## src/rtl/buzzer_arbiter_pkg.sv

```systemverilog
// Shared definitions for the buzzer arbiter: sequencer states and GRANT encodings.
package buzzer_arbiter_pkg;

  typedef enum logic [2:0] {
    ST_IDLE,
    ST_BEEP,
    ST_CHIME,
    ST_ALM_ON,
    ST_ALM_OFF
  } state_t;

  localparam logic [2:0] GNT_NONE  = 3'b000;
  localparam logic [2:0] GNT_ALARM = 3'b100;
  localparam logic [2:0] GNT_CHIME = 3'b010;
  localparam logic [2:0] GNT_BEEP  = 3'b001;

  function automatic logic [2:0] grant_of(state_t s);
    case (s)
      ST_BEEP:              return GNT_BEEP;
      ST_CHIME:             return GNT_CHIME;
      ST_ALM_ON, ST_ALM_OFF: return GNT_ALARM;
      default:              return GNT_NONE;
    endcase
  endfunction

endpackage

```

## src/rtl/buzzer_arbiter_if.sv

```systemverilog
// Request and drive signals between the clock controllers and the buzzer arbiter.
interface buzzer_arbiter_if;
  logic       MS_TICK;
  logic       ALARM_REQ;
  logic       CHIME_REQ;
  logic       BEEP_REQ;
  logic       STOP;
  logic       PIEZO;
  logic [2:0] GRANT;
  logic       ALARM_DONE;

  modport master (
    output MS_TICK, ALARM_REQ, CHIME_REQ, BEEP_REQ, STOP,
    input  PIEZO, GRANT, ALARM_DONE
  );

  modport slave (
    input  MS_TICK, ALARM_REQ, CHIME_REQ, BEEP_REQ, STOP,
    output PIEZO, GRANT, ALARM_DONE
  );
endinterface

```

## src/rtl/buzzer_arbiter_tone_gen.sv

```systemverilog
// Square-wave generator: toggles PIEZO every HALF cycles while enabled.
module tone_gen (
  input  logic        CLK,
  input  logic        RESETN,
  input  logic        EN,
  input  logic        RESTART,
  input  logic [15:0] HALF,
  output logic        PIEZO
);

  logic [15:0] r_cnt;
  logic        r_piezo;

  always_ff @(posedge CLK) begin
    if (!RESETN || !EN || RESTART) begin
      r_cnt   <= '0;
      r_piezo <= 1'b0;
    end else if (r_cnt == HALF - 16'd1) begin
      r_cnt   <= '0;
      r_piezo <= ~r_piezo;
    end else begin
      r_cnt <= r_cnt + 16'd1;
    end
  end

  assign PIEZO = r_piezo;

endmodule

```

## src/rtl/buzzer_arbiter.sv

```systemverilog
// Fixed-priority owner of the piezo: alarm > chime > beep, with preemption,
// cadence sequencing and auto-silence of an alarm left ringing.
module buzzer_arbiter
  import buzzer_arbiter_pkg::*;
#(
  parameter int HALF_ALARM   = 25000,
  parameter int HALF_CHIME   = 18750,
  parameter int HALF_BEEP    = 12500,
  parameter int BEEP_MS      = 50,
  parameter int CHIME_MS     = 300,
  parameter int CADENCE_MS   = 500,
  parameter int ALARM_BURSTS = 60
) (
  input logic             CLK,
  input logic             RESETN,
  buzzer_arbiter_if.slave bus
);

  state_t      r_state;
  state_t      w_next_state;
  logic [2:0]  r_grant;
  logic        r_alarm_req;
  logic        r_alarm_done;
  logic        r_chime_pend;
  logic        r_beep_pend;
  logic [15:0] r_dur_cnt;
  logic [15:0] r_burst_cnt;

  logic        w_elig;
  logic        w_dur_end;
  logic        w_burst_end;
  logic        w_enter;
  logic        w_in_alarm;
  logic        w_to_alarm;
  logic        w_set_done;
  logic        w_tone_en;
  logic [15:0] w_dur_len;
  logic [15:0] w_half;
  logic        w_piezo;

  // ALARM_REQ is sampled first so every request reaches GRANT one edge after it is seen.
  assign w_elig      = r_alarm_req && !r_alarm_done;
  assign w_in_alarm  = (r_state == ST_ALM_ON) || (r_state == ST_ALM_OFF);
  assign w_to_alarm  = (w_next_state == ST_ALM_ON) || (w_next_state == ST_ALM_OFF);
  assign w_enter     = (w_next_state != r_state);
  assign w_dur_end   = bus.MS_TICK && (r_dur_cnt == w_dur_len - 16'd1);
  assign w_burst_end = (r_burst_cnt == 16'(ALARM_BURSTS - 1));
  assign w_set_done  = r_alarm_req && w_in_alarm &&
                       (bus.STOP || (r_state == ST_ALM_OFF && w_dur_end && w_burst_end));

  always_comb begin
    w_dur_len = 16'd0;
    case (r_state)
      ST_BEEP:               w_dur_len = 16'(BEEP_MS);
      ST_CHIME:              w_dur_len = 16'(CHIME_MS);
      ST_ALM_ON, ST_ALM_OFF: w_dur_len = 16'(CADENCE_MS);
      default:               w_dur_len = 16'd0;
    endcase
  end

  always_comb begin
    w_next_state = r_state;
    case (r_state)
      ST_IDLE:
        if (w_elig)            w_next_state = ST_ALM_ON;
        else if (r_chime_pend) w_next_state = ST_CHIME;
        else if (r_beep_pend)  w_next_state = ST_BEEP;
      ST_BEEP:
        if (w_elig)            w_next_state = ST_ALM_ON;
        else if (r_chime_pend) w_next_state = ST_CHIME;
        else if (w_dur_end)    w_next_state = ST_IDLE;
      ST_CHIME:
        if (w_elig)            w_next_state = ST_ALM_ON;
        else if (w_dur_end)    w_next_state = ST_IDLE;
      ST_ALM_ON:
        if (!r_alarm_req || bus.STOP) w_next_state = ST_IDLE;
        else if (w_dur_end)           w_next_state = ST_ALM_OFF;
      ST_ALM_OFF:
        if (!r_alarm_req || bus.STOP) w_next_state = ST_IDLE;
        else if (w_dur_end)           w_next_state = w_burst_end ? ST_IDLE : ST_ALM_ON;
      default:                        w_next_state = ST_IDLE;
    endcase
  end

  // A pending bit cleared on entry still captures a fresh request on that same edge.
  always_ff @(posedge CLK) begin
    if (!RESETN) begin
      r_state      <= ST_IDLE;
      r_grant      <= GNT_NONE;
      r_alarm_req  <= 1'b0;
      r_alarm_done <= 1'b0;
      r_chime_pend <= 1'b0;
      r_beep_pend  <= 1'b0;
      r_dur_cnt    <= '0;
      r_burst_cnt  <= '0;
    end else begin
      r_state     <= w_next_state;
      r_grant     <= grant_of(w_next_state);
      r_alarm_req <= bus.ALARM_REQ;

      if (!r_alarm_req)    r_alarm_done <= 1'b0;
      else if (w_set_done) r_alarm_done <= 1'b1;

      if (w_enter)          r_dur_cnt <= '0;
      else if (bus.MS_TICK) r_dur_cnt <= r_dur_cnt + 16'd1;

      if (w_next_state == ST_ALM_ON && !w_in_alarm)
        r_burst_cnt <= '0;
      else if (r_state == ST_ALM_OFF && w_next_state == ST_ALM_ON)
        r_burst_cnt <= r_burst_cnt + 16'd1;

      if (w_enter && w_next_state == ST_CHIME) r_chime_pend <= bus.CHIME_REQ;
      else                                     r_chime_pend <= r_chime_pend | bus.CHIME_REQ;

      if (w_in_alarm || w_to_alarm)               r_beep_pend <= 1'b0;
      else if (w_enter && w_next_state == ST_BEEP) r_beep_pend <= bus.BEEP_REQ;
      else                                        r_beep_pend <= r_beep_pend | bus.BEEP_REQ;
    end
  end

  always_comb begin
    w_tone_en = 1'b1;
    w_half    = 16'd1;
    case (w_next_state)
      ST_BEEP:   w_half = 16'(HALF_BEEP);
      ST_CHIME:  w_half = 16'(HALF_CHIME);
      ST_ALM_ON: w_half = 16'(HALF_ALARM);
      default:   w_tone_en = 1'b0;
    endcase
  end

  tone_gen u_tone (
    .CLK     (CLK),
    .RESETN  (RESETN),
    .EN      (w_tone_en),
    .RESTART (w_enter),
    .HALF    (w_half),
    .PIEZO   (w_piezo)
  );

  assign bus.PIEZO      = w_piezo;
  assign bus.GRANT      = r_grant;
  assign bus.ALARM_DONE = r_alarm_done;

endmodule

```

## src/flat_wrapper.sv

```systemverilog
// flat-port wrapper written by rule: the top's interface ports become plain ports
module buzzer_arbiter_flat import buzzer_arbiter_pkg::*;
#(
  parameter int HALF_ALARM   = 25000,
  parameter int HALF_CHIME   = 18750,
  parameter int HALF_BEEP    = 12500,
  parameter int BEEP_MS      = 50,
  parameter int CHIME_MS     = 300,
  parameter int CADENCE_MS   = 500,
  parameter int ALARM_BURSTS = 60
)
  (CLK, RESETN, bus_MS_TICK, bus_ALARM_REQ, bus_CHIME_REQ, bus_BEEP_REQ, bus_STOP, bus_PIEZO, bus_GRANT, bus_ALARM_DONE);
  buzzer_arbiter_if bus_i ();
  input logic CLK;
  input logic RESETN;
  input wire logic [$bits(bus_i.MS_TICK)-1:0] bus_MS_TICK;
  input wire logic [$bits(bus_i.ALARM_REQ)-1:0] bus_ALARM_REQ;
  input wire logic [$bits(bus_i.CHIME_REQ)-1:0] bus_CHIME_REQ;
  input wire logic [$bits(bus_i.BEEP_REQ)-1:0] bus_BEEP_REQ;
  input wire logic [$bits(bus_i.STOP)-1:0] bus_STOP;
  output wire logic [$bits(bus_i.PIEZO)-1:0] bus_PIEZO;
  output wire logic [$bits(bus_i.GRANT)-1:0] bus_GRANT;
  output wire logic [$bits(bus_i.ALARM_DONE)-1:0] bus_ALARM_DONE;
  assign bus_i.MS_TICK = bus_MS_TICK;
  assign bus_i.ALARM_REQ = bus_ALARM_REQ;
  assign bus_i.CHIME_REQ = bus_CHIME_REQ;
  assign bus_i.BEEP_REQ = bus_BEEP_REQ;
  assign bus_i.STOP = bus_STOP;
  assign bus_PIEZO = bus_i.PIEZO;
  assign bus_GRANT = bus_i.GRANT;
  assign bus_ALARM_DONE = bus_i.ALARM_DONE;
  buzzer_arbiter #(.HALF_ALARM(HALF_ALARM), .HALF_CHIME(HALF_CHIME), .HALF_BEEP(HALF_BEEP), .BEEP_MS(BEEP_MS), .CHIME_MS(CHIME_MS), .CADENCE_MS(CADENCE_MS), .ALARM_BURSTS(ALARM_BURSTS)) u_core (.CLK(CLK), .RESETN(RESETN), .bus(bus_i));
endmodule
```

## config.mk

```make
export PLATFORM = sky130hd
export DESIGN_NAME = buzzer_arbiter_flat
export DESIGN_NICKNAME = d
export VERILOG_FILES = /design/src/rtl/buzzer_arbiter_pkg.sv /design/src/rtl/buzzer_arbiter_if.sv /design/src/rtl/buzzer_arbiter_tone_gen.sv /design/src/rtl/buzzer_arbiter.sv /design/src/flat_wrapper.sv
export SDC_FILE = /design/constraint.sdc
export NUM_CORES = 1
export LEC_CHECK = 0
export CORE_MARGIN = 5
export CORE_UTILIZATION = 45
export CTS_CLUSTER_DIAMETER = 40
export DETAILED_ROUTE_END_ITERATION = 10
export GPL_TIMING_DRIVEN = 0
export PLACE_DENSITY = 0.75
export SLEW_MARGIN = 5
export SYNTH_ARGS = -nofsm -noshare
export SYNTH_HDL_FRONTEND = slang
export SYNTH_SLANG_ARGS = --single-unit
```

## constraint.sdc

```tcl
create_clock -name CLK -period 4.2 [get_ports CLK]
set_input_delay 0.42 -clock CLK [delete_from_list [all_inputs] [get_ports CLK]]
set_output_delay 0.42 -clock CLK [all_outputs]
set_load 0.02 [all_outputs]
```

# After elaboration in Yosys (flattened, before gate mapping)
# Index checks and enable logic that the tools add are counted.
# totals
inputBits,7
elab_cells,81
ff_bits,59
out_inout_bits,5
# op_classes
n_mux,19
add_sub_neg,5
n_bitwise,4
reduce_logical,31
eq_ne,12
# ops
cell,n
$add A16 B1 Y16 const B,3
$pmux W15 S3,1
$mux W3,11
$eq A16 B16 Y1,2
$pmux W9 S3,1
$eq A16 B6 Y1 const B,1
$sub A16 B1 Y16 const B,1
$pmux W3 S5,1
$eq A3 B2 Y1 const B,4
$reduce_or A2 Y1,6
$logic_and A1 B1 Y1,10
$sub A9 B1 Y10 const B,1
$pmux W3 S3,1
$logic_or A1 B1 Y1,7
$eq A3 B1 Y1 const B,2
$eq A3 B3 Y1 const B,2
$logic_not A1 Y1,5
$logic_not A3 Y1,1
$mux W1,3
$ne A3 B3 Y1,1
$reduce_or A3 Y1,1
$mux W2,1
$not A1 Y1,2
$or A1 B1 Y1,2
$reduce_and A2 Y1,1

# Longest topological paths before layout
# Gate-level depths: netlist of the first run.
# depth
ltp_word,17
mapped_depth,19

# By module
# A second synthesis of the first run with hierarchy kept.
# hier_totals
cells_unflattened,484
hier_area_um2,3953.8
# modules_own_cells
module,n_inst,area_per_inst_um2,cells_per_inst
buzzer_arbiter,1,2717.6,331
tone_gen,1,1236.2,153

# Least setup slack after synthesis of the first run
# OpenSTA, ideal clock, no wires.
# synth_path
path_kind,register -> register
start,register u_core.r_state[0]
end,register u_core.u_tone.r_cnt[0]
required_time_ns,4.079
synth_period_minus_slack_ns,4.333
arrival_time_ns,4.212
path_buffers,3
path_stages_with_launch,17
setup_slack_ns,-0.133
cell_sequence,dfxtp_1 buf_2 inv_2 nor3_1 inv_1 ha_1 clkbuf_1 or4b_1 xnor2_1 a2111oi_4 and4_4 mux2_4 nor3_2 a2bb2oi_1 o41ai_4 buf_6 nor2_1
# synth_via
elab_chain_cells,17
elab_cells_between_ends,35
# synth_rtl
element,line_no,rtl
"start, declared",buzzer_arbiter.sv:19,state_t r_state;
"start signal, assigned",buzzer_arbiter.sv:97,r_state <= w_next_state;
"parallel branches: the longest is 16 deep, another holds $sub A9 B1 Y10",--,
$reduce_or A2 Y1 (no source line) *,--,
"end signal, assigned",buzzer_arbiter_tone_gen.sv:22,r_cnt <= r_cnt + 16'd1;
"end, declared",buzzer_arbiter_tone_gen.sv:11,logic [15:0] r_cnt;
# Every way passes the cells marked *.
# A chain may end at the register's enable or synchronous reset.

# Worst setup path after layout of the first run
# layout_path
start,register u_core.r_state[1]
end,register u_core.u_tone.r_cnt[0]
# The elaborated chain is that of the path after synthesis.

==> results of run 1 <==
-- cells in the final DEF (no fill, tap or decap), types with 5 or more instances in the layout --
| cell type | instances |
|---|---|
| a21oi_1 | 18 |
| xor2_1 | 32 |
| buf_6 | 7 |
| nor4_1 | 5 |
| nand2b_1 | 7 |
| clkbuf_8 | 12 |
| nand3_1 | 19 |
| nor3_1 | 10 |
| and3_1 | 9 |
| nand2_1 | 33 |
| dfxtp_1 | 57 |
| nand4_1 | 14 |
| o21ai_0 | 12 |
| mux2i_1 | 5 |
| nor2_1 | 78 |
| buf_4 | 29 |
| xnor2_1 | 16 |
| clkdlybuf4s50_1 | 10 |
| clkbuf_1 | 7 |
-- worst min-delay path, stage by stage, from the launching register on --
cell     delay, ns
dfxtp_1       0.34
nand2_1       0.06
a21oi_1       0.03
-- sequential cells by signal, indices dropped and copies added (netlist names) --
signal	count
u_core.bus.ALARM_DONE	1
u_core.bus.GRANT	3
u_core.r_alarm_req	1
u_core.r_beep_pend	1
u_core.r_burst_cnt	16
u_core.r_chime_pend	1
u_core.r_dur_cnt	16
u_core.r_state	3
u_core.u_tone.PIEZO	1
u_core.u_tone.r_cnt	16
-- metrics by stage --
stage	cell area [um2]	utilization (%)	power, mW	instances
2_1_floorplan	3400	-	0.7750	413
3_3_place_gp	3623	49.69	0.8239	522
3_5_place_dp	3623	49.69	0.8284	522
4_1_cts	4019	55.11	1.415	550
5_1_grt	4262	58.44	1.539	569
6_report	4262	58.44	1.481	569
-- layer usage --
layer | vias up | part of all wire [%] | track usage, % | wire [um]
li1 | 1549 | - | - | -
met1 | 1472 | 44 | 20.41 | 3672
met2 | 114 | 49 | 26.70 | 4102
met3 | 26 | 5.1 | 4.604 | 427
met4 | 0 | 2.5 | 6.156 | 208
met5 | - | 0 | 0 | 0
-- cell families (layout without fill, tap and decap cells) --
logic type                 Yosys count  after routing  share of synthesized area [%]
and+or+nand+nor                    203            203                          30.09
DFF                                 59             59                          34.90
AOI/OAI and AO/OA                   58             58                          13.64
xor gates and xnor gates            50             50                          12.94
buffers and inverters               30             87                          4.030
muxes                                8              8                          2.551
adders and majority gates            5              5                          1.848
-- worst max-delay path by stage --
stage                                 start  slack, ns                      to  cells past startpoint
final                     u_core.r_state[1]       0.08  u_core.u_tone.r_cnt[0]                     18
after CTS                 u_core.r_state[2]       0.02  u_core.u_tone.r_cnt[0]                     16
after global routing      u_core.r_state[2]      -0.12  u_core.u_tone.r_cnt[0]                     18
after floorplan           u_core.r_state[0]      0.006  u_core.u_tone.r_cnt[0]                     17
after global placement    u_core.r_state[0]      -0.61  u_core.u_tone.r_cnt[0]                     17
after detailed placement  u_core.r_state[0]      -0.68  u_core.u_tone.r_cnt[9]                     17
-- final cells by class --
cell class	instances	area (um2)
Fill cell	613	3030
Multi-Input combinational cell	324	2216
Sequential cell	59	1189
Timing Repair Buffer	41	334.1
Clock buffer	12	165.2
Buffer	20	146.4
Tap cell	99	123.9
Clock inverter	4	47.55
Inverter	10	40.04
-- what timing repair did --
item	in CTS	in global routing
buffers inserted	11	18
pin swaps	11	13
resized for setup	24	24
gates cloned	1	1
setup endpoints to repair	49	39
-- power by group through the flow --
stage | registers (mW) | clock network (mW) | logic (mW)
3_5_place_dp | 0.592 | 0 | 0.236
6_report | 0.580 | 0.552 | 0.348
2_1_floorplan | 0.594 | 0 | 0.181
4_1_cts | 0.580 | 0.561 | 0.273
5_1_grt | 0.581 | 0.585 | 0.373
3_3_place_gp | 0.592 | 0 | 0.232
==> flow_metrics.py, run 1 <==
metrics = {
    "run_status": {
        "status": "finished clean",
    },
    "timing": {
        "hold_viol": 0,
        "relSlewSlack_pct": 57.31,
        "fin_ws_ns": 0.07747,
        "fin_skew_ns": 0.009290,
        "fin_crit_ns": 4.123,
        "setup_viol": 0,
        "post-route-period-util_pct": 98.16,
        "tightestPinTransition_ns": 0.6242,
        "final.setup.tns_ns": 0,
        "slew_viol_final": 0,
        "grt_setup_unrepaired": "true",
        "holdWs_ns": 0.4814,
        "fmax_mhz": 242.6,
    },
    "floorplanning": {
        "die_x_um": 96.73,
        "num_rows": 31,
        "num_io_pins": 12,
        "fp.dieH_um": 96.73,
        "dieArea_um2": 9356,
        "start_util_pct": 46.41,
        "fp.coreArea_um2": 7292,
    },
    "global_routing": {
        "grt_use_total_pct": 16.34,
        "gr-total-overflow": 0,
        "grt_max_degree": 11,
        "grt_pass1_vias": 2795,
        "antenna_found_initial": 0,
        "grt_pass1_wl_mm": 12.90,
    },
    "logic_synthesis": {
        "synth_area_per_cell_um2": 8.195,
        "ys_seq_elements": 59,
        "yosysMostFrequentCell": "nor2_1",
        "synth.yosys.seq_area_share_pct": 34.90,
        "async_flop_share_pct": 0,
        "synthTopCellsByArea": "dfxtp_1 35%, nor2_1 8.7%, xor2_1 8.3%",
        "synth_area_leader_cell": "dfxtp_1",
        "synth_top_area_share_pct": 34.90,
        "synth_ff_type": "dfxtp_1",
        "netlist_top_cells_count": "78 x nor2_1, 59 x dfxtp_1, 33 x nand2_1",
        "syn-num-nets": 425,
        "ys_types": 62,
        "yosysWarnings": 0,
        "synth_cells": 413,
        "synth_edf_count": 0,
        "syn_area_um2": 3384,
    },
    "detailed_routing": {
        "wl_per_cell_um": 14.78,
        "routed_wirelength_mm": 8.411,
        "routed_via_density": 5.555,
        "drc_errors": 0,
        "num_vias": 3161,
        "ant_nets": 0,
        "firstDrtPassIters": 5,
        "drtIter0Drc": 249,
    },
    "worst_setup_path": {
        "worstPathArrival_ns": 4.35,
        "cpLargestDelayFamily": "compound AO/OA/AOI/OAI gates",
        "required_ns": 4.43,
        "max_stage_delay_ns": 0.53,
        "critPathMostFrequentCell": "buf_6",
        "reg2reg_slack_ns": 0.08,
        "end_kind": "flip-flop",
        "critical_path.slowest_cell": "or4b_4",
        "path_cells": "buf_4 > nor3b_4 > a21oi_2 > ha_4 > buf_6 > or4b_4 > buf_6 > o211ai_1 > xnor2_2 > inv_2 > nand4_4 > a211oi_4 > buf_6 > mux2i_2 > a221oi_2 > o41ai_4 > buf_4 > nor2_1",
        "cp.buffers_inverters": 6,
        "r2r-end": "u_core.u_tone.r_cnt[0]",
        "r2r.worst_path.cells": 18,
        "crit_path_max_fanout": 7,
        "start_kind": "flip-flop",
        "reg2reg_from": "u_core.r_state[1]",
        "crit_type": "flip-flop to flip-flop",
    },
    "clock_tree": {
        "cts_max_level": 3,
        "cts_hold_buf": 0,
        "root_buffer": "clkbuf_8",
        "cts_tree": "built",
        "clk_latency_ns": 0.35,
        "clk_pin_slew_ns": 0.07,
        "cts_inserted_buffers": 9,
        "cts_buffer_depth": 2,
        "cts.sinks": 59,
    },
    "finish": {
        "drive_gt1_share_pct": 20.00,
        "finalNetCount": 477,
        "syn_to_final_growth_pct": 25.92,
        "n_antenna_cell": 0,
    },
    "power_and_ir_drop": {
        "p_int_mw": 1.050,
        "p_comb_share_pct": 23.5,
        "power_frac_clock_pct": 37.3,
        "pwr-share-seq_pct": 39.2,
        "max-vdd-ir-drop_uv": 152.9,
        "power_switching_mw": 0.4306,
        "power.leakage_nw": 1.495,
        "powerDensity_nw_per_um2": 347.5,
        "p_sw_share_pct": 29.08,
    },
    "hold_path": {
        "hold_depth": 2,
        "worstHoldPathType": "flip-flop to flip-flop",
        "whs_endpoint": "u_core.bus.ALARM_DONE",
        "min_from": "u_core.r_alarm_req",
    },
    "flow_run": {
        "maxCapViolations": 0,
    },
    "placement": {
        "dp_hpwl_mm": 5.213,
        "pre_cts_ws_ns": -0.6754,
        "io_buffers": 10,
        "gp_congestion": 0.8843,
    },
}
Note: power is estimated with default switching activity, not from simulation.
==> inputs of run 2 (changes only) <==
--- a/constraint.sdc
+++ b/constraint.sdc
@@ -3,2 +3,2 @@
 set_output_delay 0.42 -clock CLK [all_outputs]
-set_load 0.02 [all_outputs]
+set_load 0.05 [all_outputs]
==> results of run 2 <==
Same layout as run 1 (identical final DEF). Status: finished clean.
Main changes from that run: total power 1.481 mW -> 1.488 mW
==> inputs of run 3 (changes only) <==
- CTS_BUF_LIST: default -> sky130_fd_sc_hd__clkbuf_16
- PLACE_DENSITY: 0.75 -> 0.64
==> run 3 against run 2 <==
The flow now finishes with violations (setup timing). Register-to-register slack worse by 0.17 ns. Hold slack lost 0.0047 ns. Final area rose by 5.0%. Global-route usage fell by 0.20 points. Cell count rose by 0.53%. Via count down 2.3%. Combinational power up 4%. Sequential power about the same. Sequential share of layout area is 1.3 points lower. First-iteration DRC count fell by 37%. Non-clock buffer count increased by 3. Critical endpoint unchanged. Largest cell class unchanged. Highest routed layer unchanged.
==> flow_metrics.py, run 3 (synthesis results as in run 1) <==
metrics = {
    "global_routing": {
        "grt_use_total_pct": 16.14,
        "grt_max_degree": 13,
        "gr-total-overflow": 0,
        "grt_pass1_wl_mm": 12.70,
        "antenna_found_initial": 0,
        "grt_pass1_vias": 2740,
    },
    "timing": {
        "fin_skew_ns": 0.006222,
        "setup_viol": 14,
        "slew_viol_final": 0,
        "relSlewSlack_pct": 59.70,
        "final.setup.tns_ns": -1.163,
        "tightestPinTransition_ns": 0.5893,
        "holdWs_ns": 0.4767,
        "fmax_mhz": 232.7,
        "fin_ws_ns": -0.09709,
        "fin_crit_ns": 4.297,
        "hold_viol": 0,
        "post-route-period-util_pct": 102.3,
        "grt_setup_unrepaired": "true",
    },
    "finish": {
        "syn_to_final_growth_pct": 32.24,
        "final_cell_mix": "73 x nor2_1, 56 x dfxtp_1, 34 x buf_4",
        "fillers": 629,
        "finalNetCount": 480,
        "drive_gt1_share_pct": 21.35,
        "final_common_cell": "nor2_1",
        "n_antenna_cell": 0,
        "top_regs": "u_core.r_burst_cnt (16), u_core.r_dur_cnt (16), u_core.u_tone.r_cnt (16)",
    },
    "worst_setup_path": {
        "required_ns": 4.40,
        "crit_path_max_fanout": 10,
        "start_kind": "flip-flop",
        "crit_type": "flip-flop to flip-flop",
        "end_kind": "flip-flop",
        "worstPathArrival_ns": 4.50,
    },
    "clock_tree": {
        "cts_tree": "built",
        "clk_latency_ns": 0.33,
        "cts.sinks": 59,
        "cts_hold_buf": 0,
        "root_buffer": "clkbuf_16",
        "cts_inserted_buffers": 9,
        "cts_max_level": 3,
        "cts_buffer_depth": 2,
        "clk_pin_slew_ns": 0.05,
    },
    "floorplanning": {
        "dieArea_um2": 9356,
        "fp.dieH_um": 96.73,
        "num_io_pins": 12,
        "die_x_um": 96.73,
        "start_util_pct": 46.41,
        "fp.coreArea_um2": 7292,
        "num_rows": 31,
    },
    "placement": {
        "io_buffers": 10,
        "gp_congestion": 0.8560,
        "dp_hpwl_mm": 5.273,
    },
    "detailed_routing": {
        "top_layer": "met4",
        "met1_length_mm": 3.551,
        "wl_per_cell_um": 14.21,
        "firstDrtPassIters": 5,
        "num_vias": 3089,
        "routed_via_density": 5.400,
        "wl_met2_mm": 4.092,
        "drc_errors": 0,
        "ant_nets": 0,
        "drtIter0Drc": 156,
        "routed_wirelength_mm": 8.126,
        "wl_met3_um": 350,
    },
    "hold_path": {
        "worstHoldPathType": "flip-flop to flip-flop",
    },
    "power_and_ir_drop": {
        "power_frac_clock_pct": 45.4,
        "p_int_mw": 1.265,
        "power.leakage_nw": 1.573,
        "max-vdd-ir-drop_uv": 270.2,
        "powerDensity_nw_per_um2": 389.2,
        "pwr-share-seq_pct": 33.4,
        "p_comb_share_pct": 21.2,
        "p_sw_share_pct": 27.35,
        "power_switching_mw": 0.4763,
    },
    "run_status": {
        "violations": "setup timing",
        "status": "finished with violations",
    },
    "flow_run": {
        "maxCapViolations": 0,
    },
}
==> run 3: cell types whose count changed in the layout (fill, tap and decap cells not counted), sizes merged <==
cell | previous run | this run
buf | 42 | 44
inv | 9 | 10
bufinv | 1 | 2
clkbuf | 21 | 19
clkinvlp | 1 | 2
==> run 3: path summary, 6_finish.rpt <==
kind	start	end	slack [ns]	cells after the start
min reg2reg	u_core.r_alarm_req	u_core.bus.ALARM_DONE	0.48	2
min	u_core.r_alarm_req	u_core.bus.ALARM_DONE	0.48	2
max	u_core.r_state[1]	u_core.u_tone.r_cnt[0]	-0.1	18
max reg2reg	u_core.r_state[1]	u_core.u_tone.r_cnt[0]	-0.1	18
==> run 3: per-stage QoR <==
| stage | util [%] | instances | instance area (um2) | setup WS [ns] | power, mW |
|---|---|---|---|---|---|
| 3_5_place_dp | 49.69 | 522 | 3623 | -0.7304 | 0.8359 |
| 6_report | 61.38 | 572 | 4476 | -0.09709 | 1.742 |
| 5_1_grt | 61.38 | 572 | 4476 | -0.2005 | 1.799 |
| 2_1_floorplan | - | 413 | 3400 | 0.006191 | 0.7819 |
| 3_3_place_gp | 49.69 | 522 | 3623 | -0.6660 | 0.8344 |
| 4_1_cts | 55.94 | 547 | 4079 | 0.002036 | 1.659 |
==> run 3: layout make-up <==
type                            instances  area [um2]  area share, %
Multi-Input combinational cell        324        2262          50.55
Sequential cell                        59        1190          26.59
Timing Repair Buffer                   44       376.6          8.415
Clock buffer                            9       225.2          5.032
Buffer                                 20       151.4          3.383
Tap cell                               99       123.9          2.768
Clock inverter                          7       101.3          2.264
Inverter                               10       45.04          1.006
==> run 3: routing by layer <==
metal / GRT usage (%) / vias to the layer above
li1: - / 1550
met1: 20.49 / 1442
met2: 27.07 / 84
met3: 3.885 / 13
met4: 4.860 / 0
met5: 0 / -
==> run 3: timing repair <==
item,CTS,global route
buffers inserted,9,24
pin swaps,7,16
setup endpoints to repair,49,39
resized for setup,14,50
gates cloned,0,1
==> run 3: critical path: stages, from the launching register on <==
cell and delay [ns]:
dfxtp_4 0.38, buf_6 0.15, buf_4 0.18, a21oi_2 0.09
ha_4 0.18, buf_6 0.12, or4b_4 0.60, xnor2_4 0.16
a2111oi_4 0.38, buf_4 0.19, nand4_4 0.15, a211oi_4 0.34
buf_6 0.17, mux2i_4 0.24, a221oi_4 0.09, o41ai_4 0.38
buf_6 0.18, buf_8 0.13, nor2_1 0.04
==> run 3: power groups by stage <==
| stage | Sequential, mW | Combinational (mW) | Clock (mW) |
|---|---|---|---|
| 2_1_floorplan | 0.601 | 0.181 | 0 |
| 5_1_grt | 0.583 | 0.392 | 0.824 |
| 3_5_place_dp | 0.592 | 0.244 | 0 |
| 3_3_place_gp | 0.591 | 0.243 | 0 |
| 6_report | 0.582 | 0.369 | 0.791 |
| 4_1_cts | 0.580 | 0.269 | 0.810 |
